<file path="src/rtl/data_aligner_nch.sv">
// N-channel data aligner: one FIFO per channel; one beat leaves once every channel holds a word.
// Define DATA_ALIGNER_NCH_OVF_EN to add sticky per-channel overflow flags (ovf_o, ovf_clr_i).
//
// state | meaning
// IDLE  | data_o not valid, waiting for every channel to hold a word
// VALID | data_o holds a beat waiting for rdy_i
module data_aligner_nch #(
    parameter int WIDTH_FIFO = 8,
    parameter int DEPTH      = 8,
    parameter int N_CH       = 4
) (
    input  logic                       clk,
    input  logic                       aresetn,
    input  logic [N_CH*WIDTH_FIFO-1:0] data_i,
    input  logic [N_CH-1:0]            vld_i,
    input  logic                       rdy_i,
    output logic [N_CH*WIDTH_FIFO-1:0] data_o,
    output logic                       vld_o,
    output logic [N_CH-1:0]            full_o,
    output logic [N_CH-1:0]            empty_o
`ifdef DATA_ALIGNER_NCH_OVF_EN
    ,
    output logic [N_CH-1:0]            ovf_o,
    input  logic                       ovf_clr_i
`endif
);

    localparam int AW = $clog2(DEPTH);
    localparam int CW = AW + 1;
    localparam logic [CW-1:0] DEPTH_C = CW'(DEPTH);

    typedef enum logic {
        ST_IDLE  = 1'b0,
        ST_VALID = 1'b1
    } state_t;

    state_t state_q, state_d;

    logic [WIDTH_FIFO-1:0]      mem_q  [N_CH][DEPTH];
    logic [CW-1:0]              cnt_q  [N_CH];
    logic [CW-1:0]              cnt_d  [N_CH];
    logic [AW-1:0]              wptr_q [N_CH];
    logic [AW-1:0]              wptr_d [N_CH];
    logic [AW-1:0]              rptr_q [N_CH];
    logic [AW-1:0]              rptr_d [N_CH];
    logic [N_CH*WIDTH_FIFO-1:0] data_q, data_d;
    logic [N_CH*WIDTH_FIFO-1:0] head;
    logic [N_CH-1:0]            wr_en;
    logic                       pop;

    always_comb begin
        full_o  = '0;
        empty_o = '0;
        for (int k = 0; k < N_CH; k++) begin
            full_o[k]  = (cnt_q[k] == DEPTH_C);
            empty_o[k] = (cnt_q[k] == '0);
        end
    end

    always_comb begin
        head = '0;
        for (int k = 0; k < N_CH; k++) begin
            head[k*WIDTH_FIFO +: WIDTH_FIFO] = mem_q[k][rptr_q[k]];
        end
    end

    // A full channel may still accept a word when the same edge pops it,
    // which puts rdy_i on a combinational path to the write enables.
    always_comb begin
        pop = (~|empty_o) && ((state_q == ST_IDLE) || rdy_i);
        wr_en = '0;
        for (int k = 0; k < N_CH; k++) begin
            wr_en[k] = vld_i[k] && (!full_o[k] || pop);
        end
    end

    always_comb begin
        for (int k = 0; k < N_CH; k++) begin
            cnt_d[k]  = cnt_q[k] + CW'(wr_en[k]) - CW'(pop);
            wptr_d[k] = wr_en[k] ? wptr_q[k] + AW'(1) : wptr_q[k];
            rptr_d[k] = pop ? rptr_q[k] + AW'(1) : rptr_q[k];
        end
    end

    always_comb begin
        state_d = state_q;
        data_d  = data_q;
        if (pop) begin
            data_d = head;
        end
        case (state_q)
            ST_IDLE: begin
                if (pop) begin
                    state_d = ST_VALID;
                end
            end
            ST_VALID: begin
                if (rdy_i && !pop) begin
                    state_d = ST_IDLE;
                end
            end
            default: state_d = ST_IDLE;
        endcase
    end

    always_ff @(posedge clk or negedge aresetn) begin
        if (!aresetn) begin
            state_q <= ST_IDLE;
            data_q  <= '0;
            for (int k = 0; k < N_CH; k++) begin
                cnt_q[k]  <= '0;
                wptr_q[k] <= '0;
                rptr_q[k] <= '0;
            end
        end else begin
            state_q <= state_d;
            data_q  <= data_d;
            for (int k = 0; k < N_CH; k++) begin
                cnt_q[k]  <= cnt_d[k];
                wptr_q[k] <= wptr_d[k];
                rptr_q[k] <= rptr_d[k];
            end
        end
    end

    // Storage needs no reset: counts and pointers define which words are live.
    always_ff @(posedge clk) begin
        for (int k = 0; k < N_CH; k++) begin
            if (wr_en[k]) begin
                mem_q[k][wptr_q[k]] <= data_i[k*WIDTH_FIFO +: WIDTH_FIFO];
            end
        end
    end

    assign data_o = data_q;
    assign vld_o  = (state_q == ST_VALID);

`ifdef DATA_ALIGNER_NCH_OVF_EN
    logic [N_CH-1:0] ovf_q;
    logic [N_CH-1:0] drop;

    assign drop = vld_i & ~wr_en;

    // A drop in the clearing cycle keeps the flag set.
    always_ff @(posedge clk or negedge aresetn) begin
        if (!aresetn) begin
            ovf_q <= '0;
        end else begin
            ovf_q <= drop | (ovf_q & ~{N_CH{ovf_clr_i}});
        end
    end

    assign ovf_o = ovf_q;
`endif

endmodule

</file>
<file path="config.mk">
export PLATFORM = sky130hd
export DESIGN_NAME = data_aligner_nch
export DESIGN_NICKNAME = d
export VERILOG_FILES = /design/src/rtl/data_aligner_nch.sv
export SDC_FILE = /design/constraint.sdc
export NUM_CORES = 1
export LEC_CHECK = 0
export BUFFER_PORTS_ARGS = -buffer_cell sky130_fd_sc_hd__buf_4
export CAP_MARGIN = 30
export CORE_MARGIN = 1
export CORE_UTILIZATION = 57
export DETAILED_ROUTE_END_ITERATION = 8
export PLACE_DENSITY = 0.77
export SYNTH_ARGS = -nofsm -noshare
export SYNTH_HDL_FRONTEND = slang
export SYNTH_SLANG_ARGS = --single-unit
</file>
<file path="constraint.sdc">
create_clock -name clk -period 3.9 [get_ports clk]
set_input_delay 0.78 -clock clk [delete_from_list [all_inputs] [get_ports clk]]
set_output_delay 0.78 -clock clk [all_outputs]
set_load 0.05 [all_outputs]
</file>
After elaboration in Yosys (flattened, before gate mapping)
Memories as Yosys holds them, arrays and structs flattened.
Index checks and enable logic that the tools add are counted.
- logic and storage cells: 113
- bits in writable memories: 256
- output and inout bits: 41
- register bits: 73
- memories kept: 1
- bits of input ports: 39
- muxes and demuxes: 31
- equal/unequal tests: 4
- reduce and logical (&&, ||, !) cells: 26
- bitwise gates (word level): 9
- magnitude comparators: 12
- $add $sub $neg: 16
- memories (memory ; words ; width ; rd ports ; clocked after memory_dff ; write ports ; RTL line ; RTL):
    mem_q ; 4 ; 64 ; 4 ; 0 ; 4 ; 39 ; logic [WIDTH_FIFO-1:0] mem_q [N_CH][DEPTH];
- operators by type and width (cell ; number):
    two-way mux 64 bit ; 4
    binary-select mux 8 bit (select 3 bit) ; 4
    demux 8 bit (select 3 bit) ; 4
    two-way mux 8 bit ; 12
    >= comparator 4 bit (second input constant) ; 8
    inverter 3 -> 4 bit ; 8
    adder 3 x 1 -> 3 bit (second input constant) ; 8
    adder 4 x 1 -> 4 bit ; 4
    == test 4 bit (second input constant) ; 4
    logical NOT 4 bit ; 4
    less-than comparator 4 x 1 -> 1 bit (second input constant) ; 4
    subtractor 4 x 1 -> 4 bit ; 4
    logical AND 1 bit ; 10
    logical NOT 1 bit ; 6
    two-way mux 1 bit ; 6
    logical OR 1 bit ; 5
    OR reduction 4 bit ; 1
    case mux 1 bit (2 select lines) ; 1
    inverter 1 bit ; 1

Logic depth before layout (Yosys ltp)
- depth in word-level cells: 8
- gate-level depth with buffers: 11
- gate-level depth less buffers: 10

Least setup slack after synthesis
No wires, ideal clock.
- path type: reg-to-reg
- start point: reg cnt_q[2] (netlist bit)
- end point: reg cnt_q[14] (netlist bit)
- setup slack: 0.420 ns
- required time: 3.777 ns
- period minus slack after synthesis: 3.480 ns
- stages on the path, launching flop included: 12
- buffers on the path: 1
- arrival: 3.357 ns
- cell sequence: dfrtp_1 -> inv_1 -> ha_1 -> nor3b_1 -> nor4_4 -> and2_4 -> buf_2 -> o21ai_0 -> ha_1 -> inv_1 -> fa_1 -> xnor2_1
- RTL lines (element ; RTL line ; RTL):
    start: declaration ; 40 ; logic [CW-1:0] cnt_q [N_CH];
    start signal: indexed assignment ; 119 ; cnt_q[k] <= cnt_d[k];

==> summary.md <==
The cell count after synthesis came out at 794. Registers take 9510 um2. In this run the standard cell core region covers 23400 um2. The hold violation count in the final report came out at 0. The port buffer count came out at 79.

The most numerous cell type found on the critical path is ha_1. The most used flip-flop cell after synthesis is edfxtp_1. The distinct cell type count after synthesis was 41. Clock tree synthesis found a total of 329 sinks. In the final layout, the multi-input gates occupy 3830 um2.

The number of nets handed over by synthesis was 865. STA puts the critical path data required time at 4290 ps. On the worst path, the slowest cell contributes a delay of 580 ps. The number of register bits inferred by synthesis came out at 329. The cell at the slowest stage of the critical path was and2_4. Yosys printed 0 warnings. The tools report the initial standard-cell utilization of the core as 0.580. In the post-synthesis netlist, the biggest area contributors are edfxtp_1 (57%), dfrtp_1 (13%), mux4_2 (11%).

The highest attainable clock frequency was 0.334 GHz; the number of DRC markers after the initial detailed-route iteration was 585. For the maximum number of buffers from clock root to sink, the log shows 3. For this run the aggregate overflow at the end of global routing stands at 0. The tools report the sort of element at the end of the critical path as a flop. The number of gates resized after CTS was 0. For the combined global-route utilization of all metal layers, the log shows 0.227. Hold buffer count at CTS: 0.

In this run the critical register-to-register path is launched from cnt_q[2]. The first global-routing pass estimated 41.5 mm of wire. The run finished with clean final reports.

The post-route worst setup slack was 903 ps; the post-detailed-route count of antenna-violating nets was 0. The synthesized area per cell came out at 17.1 um2. The post-placement worst setup slack is 854 ps. The largest total area in the synthesized netlist belongs to edfxtp_1.

The area growth from synthesis to layout is 17.1%. The path class of the tightest hold or removal check is in -> async. Data on the critical path arrives at its endpoint at 3380 ps. For the worst flop-to-flop path, the logic depth is 9.

The category of the most critical setup path was reg -> reg. After detailed routing, the number of vias per cell comes to 5.86. After detailed routing, the average wire length per cell comes to 21.0 um. The tools report the placed wire-length estimate as 16.4 mm. For the worst reg-to-reg setup slack, the log shows 900 ps. The die is 156 um tall. CTS buffer count: 35. Hold timing on the final database bottoms out at a slack of 159 ps.

The worst setup path is launched from a flop. The net switching power figure was 4610 uW. For this block, the routed nets add up to 26.1 mm of wire.

Row generation in the floorplan step produced 56 rows. The area share of the largest cell type after synthesis works out to 0.566. The combinational share of power is 0.348, and the width of the die is 156 um. Setup repair after global routing left no endpoint under its margin. The tools report the design internal power as 8570 uW. For this design the top-level I/O count stands at 80. Clock tree root driver cell: clkbuf_16.

Summing over every cut layer, the via total after detailed routing is 7285. The run gives 13200 uW as the total power after layout. The logs give 0 ps for the final sum of negative setup slack and 0 for the number of diodes added for antenna fixing. The tools report the power share of the clock group as 0.240. Across the routed clock network, the largest skew measured is 10.3 ps.

Final count of negative-setup-slack endpoints: 0. The largest net degree at the start of global routing was 60. The tools report the capture instance of the worst register-to-register path as cnt_q[2]. For the final number of max-transition violations, the log shows 0. The via count of the first global-routing pass came out at 7537. Count of flip-flops with a built-in enable after synthesis: 256. After layout, the minimum clock period comes to 3000 ps. The initial antenna violation count is 0. The floorplan step defined a die boundary enclosing 24500 um2. For the max-slew headroom at the worst pin, the log shows 0.311.

The most common cell after layout, fill and taps aside was edfxtp_1. The power density over the cells is 828 nW/um2. The final standard cell count with taps included and fillers excluded is 1244.

TritonCTS built the clock tree. The H-tree level count is 2, and the number of placed cells counting well taps is 1177. Along the worst path, the maximum fanout reaches 40. The logs give 0.700 for the sequential share of the synthesized area and 0 for the number of buffers inserted to repair setup after CTS.

The top cell types in the final layout, fill and taps aside, are edfxtp_1 (256), buf_4 (107), dfrtp_1 (73). The routability congestion estimate is 0.754, and the max-capacitance violation count is 0. The net switching share of the total power was 0.350; the largest voltage drop on the vdd net was 0.000775 V.

For this run, design rule violations remaining after detail routing come to 0. The fraction of registers with async set/reset came out at 0.222. The mapped netlist covers 13600 um2. The analysis attributes to cell leakage a power of 0.00583 uW. The final layout contains 970 nets. The fraction of layout cells with a size suffix above 1 was 0.268.

The critical path goes through inv_1 -> ha_1 -> nor3b_1 -> nor4_4 -> and2_4 -> o21ai_0 -> ha_1 -> fa_1 -> xor2_1. For the latest clock arrival within the worst-skew pair, the log shows 500 ps. The first TritonRoute pass finished after 5 iterations.

The slew at the pin closest to its max-slew limit works out to 1020 ps. After clock tree synthesis, the clock-pin slew on the worst setup and hold paths is 60 ps. The post-route clock period utilization is 0.768.

The logs give 1558 for the number of inserted filler cells in the final layout and 0.412 for the proportion of power drawn by flip-flops and latches.
## critical path: cells and delay by family (launching register included)
| kind | cells | cell delay [ps] |
|---|---|---|
| and+or+nand+nor | 3 | 1300 |
| adders and majority gates | 3 | 820 |
| DFF | 1 | 320 |
| xor gates and xnor gates | 1 | 180 |
| AOI/OAI and AO/OA | 1 | 170 |
| buffers and inverters | 1 | 70 |
## synthesized netlist by cell type, drive strengths merged, types with 14 or more instances
library cell    n
and3           14
buf            30
a21oi          71
nor2           18
edfxtp        256
mux2i          32
ha             28
mux4           64
nand2          32
inv            26
clkbuf         18
dfrtp          73
## stage by stage
step | instance area, um2 | util
3_3_place_gp | 14600 | 0.626
4_1_cts | 15900 | 0.678
3_5_place_dp | 14800 | 0.631
6_report | 15900 | 0.680
5_1_grt | 15900 | 0.680
2_1_floorplan | 13600 | -
## registers in the layout, indices dropped and copies added, names as in the netlist
signal / count
cnt_q: 16
wptr_q: 12
data_o: 32
vld_o: 1
rptr_q: 12
mem_q: 256
## worst max path at each step
stage,startpoint,endpoint,slack (ps)
after CTS,cnt_q[2],mem_q[2][9],820
after global routing,cnt_q[3],cnt_q[2],730
after detailed placement,cnt_q[2],mem_q[2][11],850
after floorplan,cnt_q[2],cnt_q[14],420
final,cnt_q[2],cnt_q[2],900
after global placement,cnt_q[2],cnt_q[2],970
## final cells by class
type	instances	share of cell area
sequential	329	0.598
multi-input combinational	389	0.241
clock buffer	46	0.0610
timing repair buffer	116	0.0600
tap	319	0.0251
clock inverter	17	0.00850
inverter	28	0.00661
## kinds of logic (layout without fill, tap and decap cells)
| kind of cell | Yosys count | in the layout | synth area share |
|---|---|---|---|
| AOI/OAI and AO/OA | 108 | 108 | 0.0465 |
| xor gates and xnor gates | 16 | 16 | 0.0103 |
| adders and majority gates | 32 | 32 | 0.0317 |
| buffers and inverters | 76 | 207 | 0.0227 |
| DFF | 329 | 329 | 0.700 |
| muxes | 100 | 100 | 0.133 |
| and+or+nand+nor | 133 | 133 | 0.0554 |
## metal layers
| metal | wire (um) | GRT usage | vias up | share of wire |
|---|---|---|---|---|
| met2 | 13700 | 0.393 | 189 | 0.53 |
| met1 | 10600 | 0.296 | 3725 | 0.41 |
| met5 | 0 | 0 | - | 0 |
| li1 | - | - | 3325 | - |
| met3 | 1300 | 0.0410 | 46 | 0.050 |
| met4 | 477 | 0.0602 | 0 | 0.018 |
## power groups by stage
stage / clock network [uW] / registers (uW) / logic, uW
global placement: 0 / 5570 / 4220
CTS: 3230 / 5430 / 4630
detailed placement: 0 / 5490 / 4600
global route: 3380 / 5530 / 5000
floorplan: 0 / 5540 / 3100
finish: 3170 / 5420 / 4580
(Power assumes the default switching activity.)
